<file path="src/rtl/msgpass_buff_arb.sv">
// Shares the single-port message buffer between one writer and two round-robin read lanes.
// Grant is combinational, the memory command is registered one cycle later, and read data returns RD_LAT cycles after that; losing requesters hold their request.
module msgpass_buff_arb #(
  parameter int MSGPASS_BUFF_ADDR_WIDTH  = 7,
  parameter int MSGPASS_BUFF_RDATA_WIDTH = 10,
  parameter int RD_LAT                   = 1,
  parameter int STARVE_LIM               = 4
) (
  input  logic                                sys_clk,
  input  logic                                rstn,
  input  logic                                wr_req,
  input  logic [MSGPASS_BUFF_ADDR_WIDTH-1:0]  wr_addr,
  input  logic [MSGPASS_BUFF_RDATA_WIDTH-1:0] wr_data,
  output logic                                wr_gnt,
  input  logic                                rd0_req,
  input  logic [MSGPASS_BUFF_ADDR_WIDTH-1:0]  rd0_addr,
  output logic                                rd0_gnt,
  output logic                                rd0_rvalid,
  output logic [MSGPASS_BUFF_RDATA_WIDTH-1:0] rd0_rdata,
  input  logic                                rd1_req,
  input  logic [MSGPASS_BUFF_ADDR_WIDTH-1:0]  rd1_addr,
  output logic                                rd1_gnt,
  output logic                                rd1_rvalid,
  output logic [MSGPASS_BUFF_RDATA_WIDTH-1:0] rd1_rdata,
  output logic                                mem_en,
  output logic                                mem_we,
  output logic [MSGPASS_BUFF_ADDR_WIDTH-1:0]  mem_addr,
  output logic [MSGPASS_BUFF_RDATA_WIDTH-1:0] mem_wdata,
  input  logic [MSGPASS_BUFF_RDATA_WIDTH-1:0] mem_rdata
);

  localparam int AW = MSGPASS_BUFF_ADDR_WIDTH;
  localparam int DW = MSGPASS_BUFF_RDATA_WIDTH;
  localparam logic [3:0] STARVE_LIM_C = 4'(STARVE_LIM);

  typedef struct packed {
    logic          en;
    logic          we;
    logic          lane;
    logic [AW-1:0] addr;
    logic [DW-1:0] wdata;
  } mem_cmd_t;

  mem_cmd_t          mem_cmd_q, mem_cmd_d;
  logic [3:0]        starve_cnt_q, starve_cnt_d;
  logic              rr_ptr_q, rr_ptr_d;
  logic [RD_LAT-1:0] tag_vld_q, tag_vld_d;
  logic [RD_LAT-1:0] tag_lane_q, tag_lane_d;

  logic any_rd;
  logic starve_hit;
  logic rd_gnt;

  // Write has priority unless reads have been blocked STARVE_LIM cycles in a row.
  always_comb begin
    wr_gnt     = 1'b0;
    rd0_gnt    = 1'b0;
    rd1_gnt    = 1'b0;
    any_rd     = rd0_req | rd1_req;
    starve_hit = (starve_cnt_q == STARVE_LIM_C);
    if (rstn) begin
      if (wr_req && !(any_rd && starve_hit)) begin
        wr_gnt = 1'b1;
      end else if (rd0_req && rd1_req) begin
        if (rr_ptr_q) rd1_gnt = 1'b1;
        else          rd0_gnt = 1'b1;
      end else if (rd0_req) begin
        rd0_gnt = 1'b1;
      end else if (rd1_req) begin
        rd1_gnt = 1'b1;
      end
    end
  end

  always_comb begin
    rd_gnt = rd0_gnt | rd1_gnt;

    starve_cnt_d = starve_cnt_q;
    if (rd_gnt || !any_rd) begin
      starve_cnt_d = 4'd0;
    end else if (wr_gnt && !starve_hit) begin
      starve_cnt_d = starve_cnt_q + 4'd1;
    end

    rr_ptr_d = rr_ptr_q;
    if (rd0_gnt)      rr_ptr_d = 1'b1;
    else if (rd1_gnt) rr_ptr_d = 1'b0;

    // Idle cycles drop the strobe but keep the last address/data on the bus.
    mem_cmd_d    = mem_cmd_q;
    mem_cmd_d.en = 1'b0;
    if (wr_gnt) begin
      mem_cmd_d.en    = 1'b1;
      mem_cmd_d.we    = 1'b1;
      mem_cmd_d.addr  = wr_addr;
      mem_cmd_d.wdata = wr_data;
    end else if (rd0_gnt) begin
      mem_cmd_d.en   = 1'b1;
      mem_cmd_d.we   = 1'b0;
      mem_cmd_d.lane = 1'b0;
      mem_cmd_d.addr = rd0_addr;
    end else if (rd1_gnt) begin
      mem_cmd_d.en   = 1'b1;
      mem_cmd_d.we   = 1'b0;
      mem_cmd_d.lane = 1'b1;
      mem_cmd_d.addr = rd1_addr;
    end

    // Tag shift register: the entry loaded with an issued read reaches the head with its data.
    tag_vld_d  = RD_LAT'({tag_vld_q,  mem_cmd_q.en && !mem_cmd_q.we});
    tag_lane_d = RD_LAT'({tag_lane_q, mem_cmd_q.lane});
  end

  always_ff @(posedge sys_clk) begin
    if (!rstn) begin
      mem_cmd_q    <= '0;
      starve_cnt_q <= 4'd0;
      rr_ptr_q     <= 1'b0;
      tag_vld_q    <= '0;
      tag_lane_q   <= '0;
    end else begin
      mem_cmd_q    <= mem_cmd_d;
      starve_cnt_q <= starve_cnt_d;
      rr_ptr_q     <= rr_ptr_d;
      tag_vld_q    <= tag_vld_d;
      tag_lane_q   <= tag_lane_d;
    end
  end

  assign mem_en     = mem_cmd_q.en;
  assign mem_we     = mem_cmd_q.we;
  assign mem_addr   = mem_cmd_q.addr;
  assign mem_wdata  = mem_cmd_q.wdata;

  assign rd0_rvalid = tag_vld_q[RD_LAT-1] && !tag_lane_q[RD_LAT-1];
  assign rd1_rvalid = tag_vld_q[RD_LAT-1] &&  tag_lane_q[RD_LAT-1];
  assign rd0_rdata  = mem_rdata;
  assign rd1_rdata  = mem_rdata;

endmodule

</file>
<file path="config.mk">
export PLATFORM = sky130hd
export DESIGN_NAME = msgpass_buff_arb
export DESIGN_NICKNAME = d
export VERILOG_FILES = /design/src/rtl/msgpass_buff_arb.sv
export SDC_FILE = /design/constraint.sdc
export NUM_CORES = 1
export LEC_CHECK = 0
export CORE_MARGIN = 1
export CORE_UTILIZATION = 28
export CTS_CLUSTER_DIAMETER = 30
export DETAILED_ROUTE_END_ITERATION = 7
export PLACE_DENSITY = 0.63
export RECOVER_POWER = 50
export SETUP_SLACK_MARGIN = 0.2
export SLEW_MARGIN = 5
export SYNTH_ARGS = -nofsm -noshare
export SYNTH_HDL_FRONTEND = slang
export SYNTH_SLANG_ARGS = --single-unit
export TNS_END_PERCENT = 100
</file>
<file path="constraint.sdc">
create_clock -name sys_clk -period 1.7 [get_ports sys_clk]
set_input_delay 0.17 -clock sys_clk [delete_from_list [all_inputs] [get_ports sys_clk]]
set_output_delay 0.17 -clock sys_clk [all_outputs]
set_load 0.03 [all_outputs]
</file>
==> metrics.yaml <==
syn-cell-area_um2: 1311
gp_congestion: 0.7578
root_buffer_cell: "sky130_fd_sc_hd__clkbuf_8"
cp-start-kind: "register"
grt_setup_unrepaired: "true"
wire_length_of_the_first_global_routing_pass_um: 5540
timing.critical_path.to_type: "primary output"
synth_async_sr_flop_share_pct: 0
die_h_um: 70.43
wl_per_cell_um: 12.90
rows: 24
global_route.usage.total_pct: 14.04
max_slew_margin_pct: 74.52
design.final.nets: 270
synth_seq_area_share_pct: 41.22
synth_top_area_cell: "sky130_fd_sc_hd__dfxtp_1"
sequential_cell_area_um2: 545.5
antenna_found_initial: 0
clk_pin_slew_worst_paths_ns: 0.09
dr.first_iter.drc_count: 37
detail_route.wirelength_um: 3522
top_library_cells_by_usage_in_the_layout_fill_and_taps_aside: "sky130_fd_sc_hd__clkdlybuf4s50_1, sky130_fd_sc_hd__nand2_1, sky130_fd_sc_hd__dfxtp_1, sky130_fd_sc_hd__buf_4, sky130_fd_sc_hd__clkbuf_1"
drc_errors: 0
crit_path_max_fo: 4
area_of_the_multi_input_gates_um2: 636.9
synth_area_leaders: "sky130_fd_sc_hd__dfxtp_1, sky130_fd_sc_hd__buf_4, sky130_fd_sc_hd__nand2_1"
final-hold-violation-count: 0
synth_top_area_share_pct: 41.22
critical_path_required_ns: 1.53
dp_hpwl_um: 2650
clk_latency_ns: 0.27
initial_core_util_pct: 29.71
timing.max_cap.violations: 0
syn_to_final_growth_pct: 58.30
via_count_of_the_first_global_routing_pass: 1203
critical_path_arrival_ns: 1.48
number_of_different_library_cells_in_the_post_synthesis_netlist: 35
postSynthRegisterBits: 27
die_area_um2: 4960
cts_buffer_depth: 2
run_status: "finished, final reports clean"
critical_path_type: "register to primary output"
timing.fmax_mhz: 607.4
die_w_um: 70.43
cts_inserted_buffers: 3
number_of_flops_mapped_to_enable_cells_by_yosys: 0
whs_ns: 0.3400
final-max-slew-violation-count: 0
cts_tree: "done"
sinks_on_clock_net: 27
h-tree-depth: 1
post_drt_via_cell_ratio: 4.604
predominant_post_synthesis_flop_cell: "sky130_fd_sc_hd__dfxtp_1"
grt.overflow.total: 0
core_um2: 4414
routed-via-count: 1257
layout.filler_cells: 440
final-setup-viol-count: 0
top_level_ports: 90
drtPass1Iterations: 4
total_power_mw: 1.425
largest_net_degree_at_the_start_of_global_routing: 16
synthesis.area_per_instance_um2: 8.460
port-buffer-count: 59
power.leakage_nw: 0.8383
setup_skew_ns: 0.004050
finalCriticalPeriod_ns: 1.646
ant_nets: 0
commonest_non_fill_non_tap_cell_in_the_layout: "sky130_fd_sc_hd__clkdlybuf4s50_1"
worst_pin_slew_ns: 0.3838
powerDensity_nw_per_um2: 686.4
diodes: 0
rrSetupSlack_ns: 0.10
syn_nets: 203
synth-warning-count: 0
synthCells: 155
hold_path.class: "input port to primary output"
vdd_drop_max_v: 0.0003451
layout_worst_path_cycle_share_pct: 96.84
layout-drive-gt1-share_pct: 28.05
[synthesized netlist by cell type, types with 2 or more instances]
master and number:
sky130_fd_sc_hd__a21oi_1 15, sky130_fd_sc_hd__and2_1 2, sky130_fd_sc_hd__nor2_1 6, sky130_fd_sc_hd__a31oi_1 3, sky130_fd_sc_hd__buf_4 23, sky130_fd_sc_hd__a22oi_1 6, sky130_fd_sc_hd__ha_1 2, sky130_fd_sc_hd__o221ai_1 2
sky130_fd_sc_hd__buf_2 2, sky130_fd_sc_hd__dfxtp_1 27, sky130_fd_sc_hd__nand3_1 6, sky130_fd_sc_hd__nor3_1 3, sky130_fd_sc_hd__a21oi_2 2, sky130_fd_sc_hd__nand2_1 29, sky130_fd_sc_hd__inv_1 7
[final timing paths]
check                                from                        to  depth (start not counted)
max          starve_cnt_q[0]$_SDFFE_PP0P_                   rd1_gnt                          6
min reg2reg           mem_we$_SDFFE_PN0P_      tag_vld_q$_SDFF_PN0_                          1
max reg2reg  starve_cnt_q[0]$_SDFFE_PP0P_  mem_addr[6]$_SDFFE_PN0P_                          8
min                          mem_rdata[8]              rd0_rdata[8]                          0
[kinds of logic (layout without fill, tap and decap cells)]
| logic type | after synthesis | count (layout) | share of synthesized area [%] |
|---|---|---|---|
| xor gates and xnor gates | 1 | 1 | 0.6681 |
| DFF | 27 | 27 | 41.22 |
| AOI/OAI and AO/OA | 37 | 37 | 20.23 |
| buffers and inverters | 33 | 99 | 16.22 |
| and+or+nand+nor | 55 | 55 | 19.75 |
| adders and majority gates | 2 | 2 | 1.908 |
[area by class of cell]
cell class	count	area share, %
timing repair buffer	88	36.41
multi-input combinational	95	30.68
sequential	27	26.28
tap	52	3.134
clock buffer	3	1.989
inverter	7	1.266
clock inverter	1	0.2411
[metal layers]
layer	track usage (%)	vias to the layer above	wire length (µm)
met3	2.742	2	211
met5	0	-	0
met1	17.82	571	1557
li1	-	641	-
met2	22.96	43	1718
met4	6.000	0	35
[worst max-delay path: stages (launching register included)]
cell,delay [ns]
sky130_fd_sc_hd__dfxtp_4,0.36
sky130_fd_sc_hd__inv_2,0.06
sky130_fd_sc_hd__ha_4,0.13
sky130_fd_sc_hd__nand3b_4,0.12
sky130_fd_sc_hd__a221oi_4,0.27
sky130_fd_sc_hd__buf_4,0.15
sky130_fd_sc_hd__buf_6,0.12
[stage by stage]
stage	cells	TNS (ns)	setup slack, ns	utilization (%)	cell area (µm²)
after global placement	259	0	0.02484	43.79	1933
after floorplan	155	0	0.1432	-	1329
after global routing	273	-0.02811	-0.02252	47.02	2076
after CTS	270	0	0.01869	46.91	2071
after detailed placement	259	0	0.009200	43.79	1933
final	273	0	0.05374	47.02	2076
[where the power goes]
part	switching (mW)	internal (mW)	leakage (nW)	total, mW
registers	0.0195	0.669	0.224	0.688
logic	0.190	0.187	0.589	0.378
clock network	0.195	0.164	0.0255	0.359
[registers in the layout, summed over array words and instances, names as in the netlist]
signal and count:
mem_addr 7, mem_en 1, mem_wdata 10, mem_we 1, rr_ptr_q 1, starve_cnt_q 4
tag_lane_d 1, tag_lane_q 1, tag_vld_q 1
[timing repair]
item / in CTS / in global routing
hold buffers: 0 / 0
pin swaps: 5 / 5
endpoints found under the setup margin: 17 / 29
setup buffers: 7 / 3
gates resized for setup: 15 / 26
Note: power is estimated with default switching activity, not from simulation.
